## config.mk

```make
export PLATFORM = sky130hd
export DESIGN_NAME = regfile_wb_arbiter
export DESIGN_NICKNAME = d
export VERILOG_FILES = /design/src/rtl/regfile_wb_arbiter.sv
export SDC_FILE = /design/constraint.sdc
export NUM_CORES = 1
export LEC_CHECK = 0
export ABC_CLOCK_PERIOD_IN_PS = 6100
export CAP_MARGIN = 20
export CORE_MARGIN = 2
export CORE_UTILIZATION = 35
export CTS_CLUSTER_SIZE = 24
export DETAILED_ROUTE_END_ITERATION = 10
export PLACE_DENSITY = 0.75
export SYNTH_ARGS = -nofsm -noshare
export SYNTH_HDL_FRONTEND = slang
export SYNTH_SLANG_ARGS = --single-unit
```

## constraint.sdc

```tcl
create_clock -name clk_i -period 6.1 [get_ports clk_i]
set_input_delay 1.22 -clock clk_i [delete_from_list [all_inputs] [get_ports clk_i]]
set_output_delay 1.22 -clock clk_i [all_outputs]
set_load 0.02 [all_outputs]
```

## src/rtl/regfile_wb_arbiter.sv

```systemverilog
// regfile_wb_arbiter: round-robin writeback arbiter for the register-file write port (optional busy scoreboard: RF_SCOREBOARD_EN)
module regfile_wb_arbiter #(
  parameter int NUM_REQ = 3,
  parameter int XLEN    = 32
) (
  input  logic                    clk_i,
  input  logic                    rst_ni,
  input  logic [NUM_REQ-1:0]      req_valid_i,
  output logic [NUM_REQ-1:0]      req_ready_o,
  input  logic [5*NUM_REQ-1:0]    req_rd_i,
  input  logic [XLEN*NUM_REQ-1:0] req_data_i,
  output logic                    wb_en_o,
  output logic [4:0]              wb_rd_o,
  output logic [XLEN-1:0]         wb_data_o,
  input  logic                    alloc_valid_i,
  input  logic [4:0]              alloc_rd_i,
  input  logic [4:0]              rs1_label_i,
  input  logic [4:0]              rs2_label_i,
  output logic                    rs1_busy_o,
  output logic                    rs2_busy_o
);
  localparam int PW = (NUM_REQ > 1) ? $clog2(NUM_REQ) : 1;
  logic [PW-1:0]   rr_q, rr_d, gnt_idx;
  logic            gnt_vld;
  logic [4:0]      sel_rd;
  logic [XLEN-1:0] sel_data;
  logic            wb_en_q;
  logic [4:0]      wb_rd_q;
  logic [XLEN-1:0] wb_data_q;
  // Scan from rr_q for the first non-x0 request; x0 requests are acked without a grant
  always_comb begin
    int idx;
    idx = 0;
    gnt_vld = 1'b0;
    gnt_idx = '0;
    for (int k = 0; k < NUM_REQ; k++) begin
      idx = (int'(rr_q) + k) % NUM_REQ;
      if (!gnt_vld && req_valid_i[idx] && req_rd_i[5*idx +: 5] != 5'd0) begin
        gnt_vld = 1'b1;
        gnt_idx = PW'(idx);
      end
    end
    for (int i = 0; i < NUM_REQ; i++)
      req_ready_o[i] = rst_ni && req_valid_i[i] &&
                       (req_rd_i[5*i +: 5] == 5'd0 || (gnt_vld && gnt_idx == PW'(i)));
    sel_rd = req_rd_i[5*gnt_idx +: 5];
    sel_data = req_data_i[XLEN*gnt_idx +: XLEN];
    rr_d = (gnt_idx == PW'(NUM_REQ-1)) ? '0 : gnt_idx + 1'b1;
  end
  // Write stage: latch the granted write, hold rd/data when idle
  always_ff @(posedge clk_i or negedge rst_ni) begin
    if (!rst_ni) begin
      wb_en_q   <= 1'b0;
      wb_rd_q   <= '0;
      wb_data_q <= '0;
      rr_q      <= '0;
    end else begin
      wb_en_q <= gnt_vld;
      if (gnt_vld) begin
        wb_rd_q   <= sel_rd;
        wb_data_q <= sel_data;
        rr_q      <= rr_d;
      end
    end
  end
  assign wb_en_o   = wb_en_q;
  assign wb_rd_o   = wb_rd_q;
  assign wb_data_o = wb_data_q;
`ifdef RF_SCOREBOARD_EN
  logic [31:0] busy_q, busy_d;
  // Clear on completed write, then set on new reservation so a same-edge re-alloc wins
  always_comb begin
    busy_d = busy_q;
    if (wb_en_q) busy_d[wb_rd_q] = 1'b0;
    if (alloc_valid_i && alloc_rd_i != 5'd0) busy_d[alloc_rd_i] = 1'b1;
    busy_d[0] = 1'b0;
  end
  // Busy bitmap register
  always_ff @(posedge clk_i or negedge rst_ni) begin
    if (!rst_ni) busy_q <= '0;
    else busy_q <= busy_d;
  end
  assign rs1_busy_o = busy_q[rs1_label_i];
  assign rs2_busy_o = busy_q[rs2_label_i];
`else
  logic unused_sb;
  assign unused_sb  = ^{alloc_valid_i, alloc_rd_i, rs1_label_i, rs2_label_i};
  assign rs1_busy_o = 1'b0;
  assign rs2_busy_o = 1'b0;
`endif
endmodule
```

Word level (Yosys, flattened, before mapping)
Index checks and enable logic that the tools add are counted.
- logic and storage cells: 66
- bits in registers: 40
- output and inout port bits: 43
- input bits: 132
- equality and inequality tests: 2
- multiply operators: 4
- mux-type cells: 16
- div/mod/pow operators: 3
- shift operators: 5
- $lt $le $gt $ge: 3
- $add $sub $neg: 3
- reduce and logical (&&, ||, !) cells: 26
- operators by type and width (cell ; count):
    less-than comparator 32 x 4 -> 1 bit, second input constant ; 3
    multiplier 4 x 32 -> 32 bit, first input constant ; 3
    variable part select 15 x 32 -> 5 bit ; 3
    variable part select 96 x 8 -> 32 bit ; 1
    remainder unit 32 x 3 -> 32 bit, second input constant ; 2
    remainder unit 3 x 3 -> 32 bit, second input constant ; 1
    zero test 5 bit ; 3
    nonzero test 5 bit ; 3
    variable part select 15 x 6 -> 5 bit ; 1
    logical AND 1 bit ; 14
    two-way mux 1 bit ; 9
    two-way mux 2 bit ; 4
    binary-select mux 1 bit (select 2 bit) ; 3
    multiplier 3 x 2 -> 5 bit, first input constant ; 1
    adder 2 x 1 -> 3 bit, second input constant ; 1
    adder 2 x 2 -> 3 bit, second input constant ; 1
    logical OR 1 bit ; 3
    adder 2 x 1 -> 2 bit, second input constant ; 1
    equality test 2 x 1 -> 1 bit, second input constant ; 1
    equality test 2 bit, second input constant ; 1
    zero test 1 bit ; 2
    zero test 2 bit ; 1

Logic depth before layout (Yosys ltp)
- word-level depth: 18
- depth in mapped cells: 19
- mapped depth without buffers: 16

Worst setup path before layout
Ideal clock, no wire load.
- path kind: flip-flop to output port
- start: reg rr_q[1]
- end: out req_ready_o[0]
- required time: 4.880 ns
- cell stages (with the launch flop): 19
- slack: 0.487 ns
- data arrival time: 4.393 ns
- buffers on the path: 3
- cells stage by stage: dfrtp_1 inv_1 ha_1 clkbuf_1 clkbuf_1 nor2b_1 and2_1 ha_1 inv_1 fa_1 xnor2_1 nor2_1 o311a_1 o41ai_4 mux2_1 a21boi_2 or3_4 buf_2 a21oi_1
- cells in the longest elaborated chain, start to end: 18
- elaborated cells on any way between the ends: 40
- classes of those cells: add/sub (2); mul (3); div (3); shift (3); mux (15); reduce/logical (14)
- RTL lines (what ; RTL line ; source):
    start: declaration ; 23 ; logic [PW-1:0] rr_q, rr_d, gnt_idx;
    start signal: assignment ; 62 ; rr_q <= rr_d;
    parallel branches: the longest is 15 deep, another holds remainder unit 32 x 3 -> 32 bit ; n/a ;
    logical AND 1 bit * ; 45 ; (req_rd_i[5*i +: 5] == 5'd0 || (gnt_vld && gnt_idx == PW'(i)));
    logical OR 1 bit * ; 45 ;
    logical AND 1 bit * ; 44 ; req_ready_o[i] = rst_ni && req_valid_i[i] &&
    end: declaration ; 9 ; output logic [NUM_REQ-1:0] req_ready_o,
Mark *: on every way between the ends. The select of a mux whose other input is x is not followed.

Worst setup path in the final report
- start: reg rr_q[0]
- end: out req_ready_o[1]
- cells in the longest elaborated chain, start to end: 18
- elaborated cells on any way between the ends: 40
- classes of those cells: add/sub (2); mul (3); div (3); eq/ne (1); shift (3); mux (15); reduce/logical (13)
- RTL lines (what ; RTL line):
    parallel branches: the longest is 15 deep, another holds remainder unit 32 x 3 -> 32 bit ; n/a
    logical AND 1 bit * ; 45
    logical OR 1 bit * ; 45
    logical AND 1 bit * ; 44
Marks and branches as above.

==> results.sh <==
export IMPL_status="completed"
export IMPL_clock_root_buffer="clkbuf_8"
export IMPL_syn_avg_cell_area_sq_um=8.99
export IMPL_seqCellArea_sq_um=1000
export IMPL_netSwitchingFraction_pct=48.6
export IMPL_antenna_left=0
export IMPL_ys_flop_type="dfrtp_1"
export IMPL_num_nets_final=608
export IMPL_multi_input_area_sq_um=1520
export IMPL_dp_hpwl_mm=6.81
export IMPL_fin_setup_tns_ps=0
export IMPL_fillers=684
export IMPL_slew_headroom_pct=36.6
export IMPL_fp_dieW_um=93.4
export IMPL_yosys_warnings=0
export IMPL_netlist_area_sq_um=2800
export IMPL_drtPass1Iterations=5
export IMPL_first_global_vias=3104
export IMPL_fin_crit_sh_pct=94.0
export IMPL_critPathMaxFanout=9
export IMPL_powerDensity_nw_per_um2=625
export IMPL_core_area_sq_um=7730
export IMPL_cp_start_kind="flip-flop"
export IMPL_async_flop_share_pct=100
export IMPL_drt_vias_per_instance=5.31
export IMPL_drt_iter0_markers=220
export IMPL_io_pins=175
export IMPL_grt_max_degree=39
export IMPL_p_leak_nw=1.97
export IMPL_p_switching_mw=1.38
export IMPL_rsz0062_at_grt="no"
export IMPL_final_common_cell="clkdlybuf4s50_1"
export IMPL_vias=3000
export IMPL_crit_arrival_ps=4520
export IMPL_clkSinkCount=40
export IMPL_path_class="reg -> out"
export IMPL_syn_to_final_growth_pct=62.9
export IMPL_clk_latency_ps=290
export IMPL_p_clk_share_pct=6.2
export IMPL_slew_viol_final=0
export IMPL_routedWlPerCell_um=16.0
export IMPL_place_congestion=0.969
export IMPL_intPower_mw=1.47
export IMPL_syn_inst=311
export IMPL_period_minus_slack_ps=5740
export IMPL_io_buffers=156
export IMPL_synth_edff_count=0
export IMPL_combPwrFrac_pct=75.5
export IMPL_hold_violations=0
export IMPL_ys_seq_elements=40
export IMPL_die_h_um=93.4
export IMPL_seqPwrFrac_pct=18.3
export IMPL_wl_mm=9.06
export IMPL_ys_types=53
export IMPL_antenna_found_initial=0
export IMPL_initial_utilization_pct=36.2
export IMPL_tightest_slew_ps=950
export IMPL_utilization_pct=59.0
export IMPL_cp_required_ps=4880
export IMPL_clockBufferDepth=2
export IMPL_diodes=0
export IMPL_fin_skew_ps=3.81
export IMPL_drc=0
export IMPL_track_usage_pct=21.0
export IMPL_clock_fmax_mhz=174
export IMPL_core_rowCount=32
export IMPL_cts_inserted_buffers=5
export IMPL_cp_end_kind="output port"
export IMPL_grt_ovfl_total=0
export IMPL_layout_common_cells="clkdlybuf4s50_1 (154), inv_1 (50), dfrtp_1 (39), nand2_1 (31), a22oi_1 (24)"
export IMPL_max_cap_viol_count=0
export IMPL_grt_pass1_wl_mm=14.6
export IMPL_setup_viol=0
export IMPL_htree_levels=2
export IMPL_hold_buffers=0
export IMPL_min_delay_path_class="reg -> reg"
export IMPL_ys_seq_area_share_pct=35.8
export IMPL_peakVddDrop_mv=0.441
export IMPL_drive_above_1_share_pct=8.21
export IMPL_cts_tree="yes"
export IMPL_die_area_sq_um=8720
export IMPL_path_clk_slew_ps=80
## power groups by stage
| stage | clock network (mW) | registers (mW) | logic (mW) |
|---|---|---|---|
| floorplan | 0 | 0.674 | 1.30 |
| global placement | 0 | 0.518 | 2.09 |
| detailed placement | 0 | 0.523 | 2.14 |
| CTS | 0.183 | 0.521 | 2.16 |
| global route | 0.192 | 0.539 | 2.36 |
| finish | 0.177 | 0.520 | 2.15 |
## layout make-up
| class | count | area share [%] |
|---|---|---|
| multi-input combinational | 199 | 33.3 |
| clock inverter | 2 | 0.275 |
| timing repair buffer | 167 | 36.0 |
| tap | 102 | 2.80 |
| clock buffer | 5 | 1.51 |
| sequential | 40 | 22.0 |
| inverter | 50 | 4.12 |
## through the flow
step | cell area, sq um | power [mW] | setup slack (ps) | cells | hold slack [ps]
floorplan | 2800 | 1.97 | 487 | 312 | 596
global placement | 4450 | 2.61 | 318 | 556 | 488
detailed placement | 4450 | 2.66 | 272 | 556 | 502
CTS | 4540 | 2.86 | 42.7 | 564 | 525
global route | 4560 | 3.09 | 6.55 | 565 | 558
finish | 4560 | 2.85 | 363 | 565 | 521
## state kept, by name (all words and copies together), names as in the netlist
name / count
rr_q: 2
wb_data_o: 32
wb_en_o: 1
wb_rd_o: 5
## critical path, stage by stage (launching register included)
cell and delay (ps):
dfrtp_1 450, inv_1 180, ha_1 350, nor2_1 100, mux2i_1 150, ha_1 280
inv_1 50, fa_1 480, xnor2_2 210, nor2_1 70, o311a_1 140, o41ai_4 370
mux2_1 400, a21boi_4 220, o211a_1 170, clkdlybuf4s50_1 600
## logic make-up after synthesis
family	count (synthesis)	share of synthesized area (%)
XOR/XNOR	5	1.57
adder cells (fa/ha/maj)	13	6.35
AO/OA/AOI/OAI	107	30.4
other	1	0.134
flip-flops	40	35.8
multiplexers	8	3.45
buffers and inverters	73	10.9
AND/OR/NAND/NOR	64	11.4
## synthesized netlist by cell type (2+ instances only)
cell	number	area, sq um
and2_1	2	12.5
a22oi_1	24	180
o21ai_0	15	75.1
fa_1	2	40.0
xnor2_1	4	35.0
and3b_1	2	17.5
o211ai_2	6	75.1
mux2_2	2	22.5
clkbuf_1	10	37.5
or3_1	2	12.5
o211ai_1	21	158
nor3_1	3	15.0
a21o_1	2	15.0
dfrtp_1	40	1000
ha_1	11	138
buf_6	2	22.5
mux2i_1	4	40.0
buf_1	2	7.51
nor2b_1	3	18.8
a211o_1	2	17.5
nand2_1	31	116
buf_2	7	35.0
o21ai_1	5	25.0
a222oi_1	14	140
buf_4	2	15.0
o21bai_1	2	15.0
a21oi_1	5	25.0
inv_1	50	188
nor4_1	2	12.5
nor2_1	11	41.3
## metal layers
layer	wire length (um)	global-route usage [%]	part of all wire, %
met1	3520	24.0	39
met2	4650	37.1	51
met3	761	6.53	8.4
met4	132	7.23	1.5
met5	0	0	0
## final timing paths
kind                         startpoint             end  slack (ps)  depth (start not counted)
setup / recovery                rr_q[0]  req_ready_o[1]         360                         15
hold / removal             wb_data_o[5]    wb_data_o[5]         520                          2
setup reg to reg                rr_q[0]      wb_rd_o[0]        1520                         17
hold reg to reg            wb_data_o[5]    wb_data_o[5]         520                          2
max in group asynchronous        rst_ni   wb_data_o[14]        4530                          2
min in group asynchronous        rst_ni    wb_data_o[8]         870                          1
## what timing repair did
| action | in CTS | in global routing |
|---|---|---|
| cloned | 0 | 0 |
| pin swaps | 1 | 1 |
| buffers inserted | 1 | 1 |
| gates resized for setup | 1 | 3 |
| endpoints found under the setup margin | 1 | 3 |
Note: power is estimated with default switching activity, not from simulation.
